File: config.mk
export PLATFORM = sky130hd
export DESIGN_NAME = piso_shifter_flat
export DESIGN_NICKNAME = d
export VERILOG_FILES = /design/src/rtl/piso_shifter_if.sv /design/src/rtl/piso_shifter.sv /design/src/flat_wrapper.sv
export SDC_FILE = /design/constraint.sdc
export NUM_CORES = 1
export LEC_CHECK = 0
export BUFFER_PORTS_ARGS = -buffer_cell sky130_fd_sc_hd__buf_2
export CORE_ASPECT_RATIO = 0.75
export CORE_MARGIN = 2
export CORE_UTILIZATION = 36
export DETAILED_ROUTE_END_ITERATION = 8
export PLACE_DENSITY = 0.68
export SLEW_MARGIN = 0
export SYNTH_ARGS = -nofsm -noshare
export SYNTH_HDL_FRONTEND = slang
export SYNTH_SLANG_ARGS = --single-unit
File: constraint.sdc
create_clock -name clk -period 1.7 [get_ports clk]
set_clock_uncertainty 0.15 [all_clocks]
set_input_delay 0.17 -clock clk [delete_from_list [all_inputs] [get_ports clk]]
set_output_delay 0.17 -clock clk [all_outputs]
set_load 0.01 [all_outputs]
File: src/rtl/piso_shifter_if.sv
// Handshake bundle for the parallel-in/serial-out shifter: word input side
// (i_*) and serial bit output side (o_*), grouped so both travel as one port.
interface piso_shifter_if #(
    parameter int N = 8
);
    // Both sides use valid/ready: a transfer happens on a rising edge where
    // valid and ready are both high; valid must not wait on ready, and the
    // source holds its payload stable until the transfer happens.
    logic [N-1:0] i_data;
    logic         i_valid;
    logic         i_ready;
    logic         o_bit;
    logic         o_valid;
    logic         o_ready;
    logic         o_last;

    modport slave (
        input  i_data, i_valid, o_ready,
        output i_ready, o_bit, o_valid, o_last
    );

    modport master (
        output i_data, i_valid, o_ready,
        input  i_ready, o_bit, o_valid, o_last
    );
endinterface

File: src/rtl/piso_shifter.sv
// Parallel-in/serial-out shift register: loads an N-bit word, emits one bit
// per accepted cycle, and reloads on the last bit so words stream bubble-free.
module piso_shifter #(
    parameter int N         = 8,
    parameter bit MSB_FIRST = 1'b1
) (
    input  logic              clk,
    input  logic              rst,
    input  logic              ena,
    piso_shifter_if.slave     bus,
    output logic              dbg_state_o
);
    localparam int CW = $clog2(N);

    typedef enum logic [0:0] {
        IDLE  = 1'b0,
        SHIFT = 1'b1
    } state_t;

    state_t          state_q, state_d;
    logic [N-1:0]    shreg_q, shreg_d;
    logic [CW-1:0]   cnt_q, cnt_d;

    logic            out_valid;
    logic            out_last;
    logic            out_bit;
    logic            in_ready;
    logic            load;
    logic            take;
    logic [N-1:0]    shifted;

    always_comb begin
        out_valid = (state_q == SHIFT);
        out_bit   = out_valid & (MSB_FIRST ? shreg_q[N-1] : shreg_q[0]);
        out_last  = out_valid & (cnt_q == CW'(N - 1));
        in_ready  = ena & ((state_q == IDLE) | (out_last & bus.o_ready));
        load      = bus.i_valid & in_ready;
        take      = ena & out_valid & bus.o_ready;
        shifted   = MSB_FIRST ? {shreg_q[N-2:0], 1'b0} : {1'b0, shreg_q[N-1:1]};
    end

    // A load on the last bit overrides the shift, giving the zero-bubble handoff.
    always_comb begin
        state_d = state_q;
        shreg_d = shreg_q;
        cnt_d   = cnt_q;
        if (load) begin
            state_d = SHIFT;
            shreg_d = bus.i_data;
            cnt_d   = '0;
        end else if (take) begin
            shreg_d = shifted;
            if (out_last) begin
                state_d = IDLE;
                cnt_d   = '0;
            end else begin
                cnt_d = cnt_q + CW'(1);
            end
        end
    end

    always_ff @(posedge clk) begin
        if (rst) begin
            state_q <= IDLE;
            shreg_q <= '0;
            cnt_q   <= '0;
        end else begin
            state_q <= state_d;
            shreg_q <= shreg_d;
            cnt_q   <= cnt_d;
        end
    end

    assign bus.o_valid = out_valid;
    assign bus.o_bit   = out_bit;
    assign bus.o_last  = out_last;
    assign bus.i_ready = in_ready;
    assign dbg_state_o = state_q;
endmodule

File: src/flat_wrapper.sv
// flat-port wrapper written by rule: the top's interface ports become plain ports
module piso_shifter_flat 
#(
    parameter int N         = 8,
    parameter bit MSB_FIRST = 1'b1
)
  (clk, rst, ena, dbg_state_o, bus_i_data, bus_i_valid, bus_o_ready, bus_i_ready, bus_o_bit, bus_o_valid, bus_o_last);
  piso_shifter_if #(.N(N)) bus_i ();
  input  logic clk;
  input  logic rst;
  input  logic ena;
  output logic dbg_state_o;
  input wire logic [$bits(bus_i.i_data)-1:0] bus_i_data;
  input wire logic [$bits(bus_i.i_valid)-1:0] bus_i_valid;
  input wire logic [$bits(bus_i.o_ready)-1:0] bus_o_ready;
  output wire logic [$bits(bus_i.i_ready)-1:0] bus_i_ready;
  output wire logic [$bits(bus_i.o_bit)-1:0] bus_o_bit;
  output wire logic [$bits(bus_i.o_valid)-1:0] bus_o_valid;
  output wire logic [$bits(bus_i.o_last)-1:0] bus_o_last;
  assign bus_i.i_data = bus_i_data;
  assign bus_i.i_valid = bus_i_valid;
  assign bus_i.o_ready = bus_o_ready;
  assign bus_i_ready = bus_i.i_ready;
  assign bus_o_bit = bus_i.o_bit;
  assign bus_o_valid = bus_i.o_valid;
  assign bus_o_last = bus_i.o_last;
  piso_shifter #(.N(N), .MSB_FIRST(MSB_FIRST)) u_core (.clk(clk), .rst(rst), .ena(ena), .bus(bus_i), .dbg_state_o(dbg_state_o));
endmodule
==> metrics <==
Slew Limit Fails=0; Syn Area/Cell=about 8.9 sq um; arrival time worst endpoint=between 1 and 1.5 ns; FF-to-FF path depth=3; area grow syn2layout=25.6%; Post-Syn Nets=87; final hold slack=approximately 0.033 ns; hold_sp=bus_i_data[0]; max-cap viol count=0; ANT nets after route=0; DP HPWL=around 960 um; Leakage=0.306 nW; synth warn=0; Sw Ratio=a little over a quarter; Worst VDD drop=307 uV; overall routed net length=1.54 mm; critical path, cell by cell=ha_4 > ha_4 > buf_4 > nand2_2 > inv_1 > buf_2; Die Y=slightly above 40 um; I/O Pins=18; Comb pwr share=about 16%; Async S/R FF share, synth=0%; Clock Power Share=30.1%; clk_lat worst skew=~0.27 ns; Seq/Total Area, Yosys=37.6%; period utilisation layout=a little over nine tenths; unrepaired setup endpoints after global routing=false; Sinks on Clock Net=12; largest net degree at the start of global routing=13; Slew headroom=slightly above 70%; FP Rows=13; Distinct cells, synth=21; Worst setup SP type=flip-flop; failing checks=DRC; Fillers=between 150 and 200; Clk pin slew, worst setup/hold paths=~0.080 ns; Worst R2R End=u_core.shreg_q[6]; CP Max Fanout=3; Flop pwr share=a little over half; Final setup viols=0; Crit Path Category=flip-flop to primary output; initial antenna violation count=0; cts hold-fix bufs=0; 1st-pass router iterations=7; gpl congestion=around 0.73; P_sw=roughly 150 uW; internal power=roughly 420 uW; H-tree levels=1; number of synthesized flops with an enable pin=0; post-layout net count=between 100 and 150; cells after synthesis=72; clk buf depth=2; CTS tree=yes; flops & latches, synth=12; Hold WC Path Type=primary input to flip-flop; wire per inst=13.6 um; Most Frequent Cell on Critical Path=ha_4; DRC=2; worst hold path depth=3; Antenna Cells=0; layout cells sized above 1=roughly two fifths; DR vias=roughly 610; vias per inst=between 5 and 6; Required @ worst endpoint=between 1 and 1.5 ns; I/O Buffers=17; Critical Path End Type=primary output; Worst R2R Start=u_core.bus.o_valid; Root Buffer=clkbuf_4; chip width=between 50 and 60 um; fmax=between 0.6 and 0.7 GHz; first-pass GRT wire length=2.11 mm; Final TNS setup=0 ns; outcome=complete, but fails checks; Worst Tran Pin Value=0.422 ns; Tot GR Track Use=between 10% and 20%; final hold vios=0; core box area=~1700 sq um; die area=2130 sq um; CP peak stage delay=between 0.3 and 0.4 ns; min cycle time layout=1.66 ns; PD cells=around 710 nW/um^2; Slowest cell on crit path=dfxtp_1; gr ovfl total=0; vias in the first global route=between 500 and 600; CTS Buf Count=3; initial DRC count=13; worst reg-to-reg setup slack=roughly 0.09 ns; Worst Hold End=u_core.shreg_q[0]; Primary FF master, synth=dfxtp_1; Syn Std Cell Area=~640 sq um; Initial Util=37.4%
==> routing by layer <==
metal / vias to the layer above / share of wire (%) / track usage [%]
li1: 300 / - / -
met1: 289 / 47 / 17.4
met2: 18 / 49 / 23.8
met3: 0 / 3.6 / 3.36
met4: 0 / 0 / 3.85
met5: - / 0 / 0
==> layout make-up <==
type                       instances  area [sq um]  share of cell area (%)
multi-input combinational         55           400                    49.8
sequential                        12           241                    30.1
timing repair buffer              20           108                    13.4
tap                               22          27.5                    3.43
clock buffer                       3          22.5                    2.80
inverter                           1          3.75                   0.467
==> sequential cells by signal (all words and copies together), names as in the netlist <==
name and cells:
u_core.cnt_q 3, u_core.bus.o_valid 1, u_core.shreg_q 8
==> placed cells by master, fill, tap and decap left out <==
master | netlist | final
nor3_1 | 8 | 8
clkbuf_4 | 0 | 3
buf_2 | 0 | 17
a21oi_1 | 3 | 3
nand3b_1 | 1 | 1
nand2_1 | 18 | 17
ha_4 | 0 | 2
mux2i_1 | 1 | 1
nand2_2 | 0 | 1
nor2b_1 | 1 | 1
o211ai_1 | 1 | 1
dfxtp_1 | 12 | 11
and2_1 | 2 | 2
a211oi_1 | 2 | 2
buf_4 | 2 | 3
nor2_1 | 2 | 2
a21boi_4 | 0 | 1
inv_1 | 1 | 1
a311oi_2 | 7 | 7
dfxtp_2 | 0 | 1
and3_1 | 1 | 1
nand2b_2 | 1 | 1
nand3_1 | 4 | 4
==> Yosys cell counts (2+ instances only) <==
cell	n	area share (%)
buf_4	2	2.3
nor2_1	2	1.2
dfxtp_1	12	38
a311oi_2	7	16
a21oi_1	3	2.3
nand3_1	4	3.1
nand2_1	18	11
a211oi_1	2	2.3
ha_1	2	3.9
nor3_1	8	6.3
and2_1	2	2.0
==> power groups by stage <==
stage / Combinational, mW / Sequential [mW] / Clock, mW
after floorplan: 0.0610 / 0.311 / 0
after global placement: 0.0869 / 0.312 / 0
after detailed placement: 0.0892 / 0.312 / 0
after CTS: 0.0941 / 0.305 / 0.174
after global routing: 0.102 / 0.309 / 0.188
final: 0.0929 / 0.307 / 0.172
==> stage by stage <==
step	cell area [sq um]	setup WS [ns]	power, mW	cells	util (%)
floorplan	639	0.171	0.372	72	-
global placement	729	0.0988	0.399	108	42.7
detailed placement	729	0.0553	0.401	108	42.7
CTS	785	0.00753	0.574	114	45.9
global route	803	0.00481	0.599	113	47.0
finish	803	0.0442	0.572	113	47.0
==> worst max-delay path: cells and delay by family (launching register included) <==
family                     cells  cell delay [ns]
DFF                            1             0.34
and+or+nand+nor                1             0.09
adders and majority gates      2             0.33
buffers and inverters          3             0.31
==> repair_timing <==
action / in CTS / in global routing
setup buffers: 3 / 0
resized for setup: 4 / 4
pin swaps: 1 / 1
setup endpoints to repair: 1 / 9
==> worst max path at each step <==
stage	to	cells past startpoint	from
3_3_place_gp	u_core.shreg_q[2]	6	u_core.cnt_q[0]
5_1_grt	bus_o_last	6	u_core.cnt_q[1]
6_report	bus_o_last	6	u_core.cnt_q[1]
2_1_floorplan	u_core.shreg_q[1]	6	u_core.cnt_q[0]
3_5_place_dp	u_core.shreg_q[6]	6	u_core.cnt_q[0]
4_1_cts	bus_i_ready	6	u_core.cnt_q[0]
==> kinds of logic (layout without fill, tap and decap cells) <==
logic type / after synthesis / count (layout) / synth area share [%]
flops: 12 / 12 / 37.6
simple gates: 38 / 38 / 27.6
buf+inv: 5 / 24 / 5.28
fa+ha+maj: 2 / 2 / 3.91
mux: 1 / 1 / 1.57
compound gates: 14 / 14 / 24.1
No activity file was read; power rests on OpenSTA's default activity.
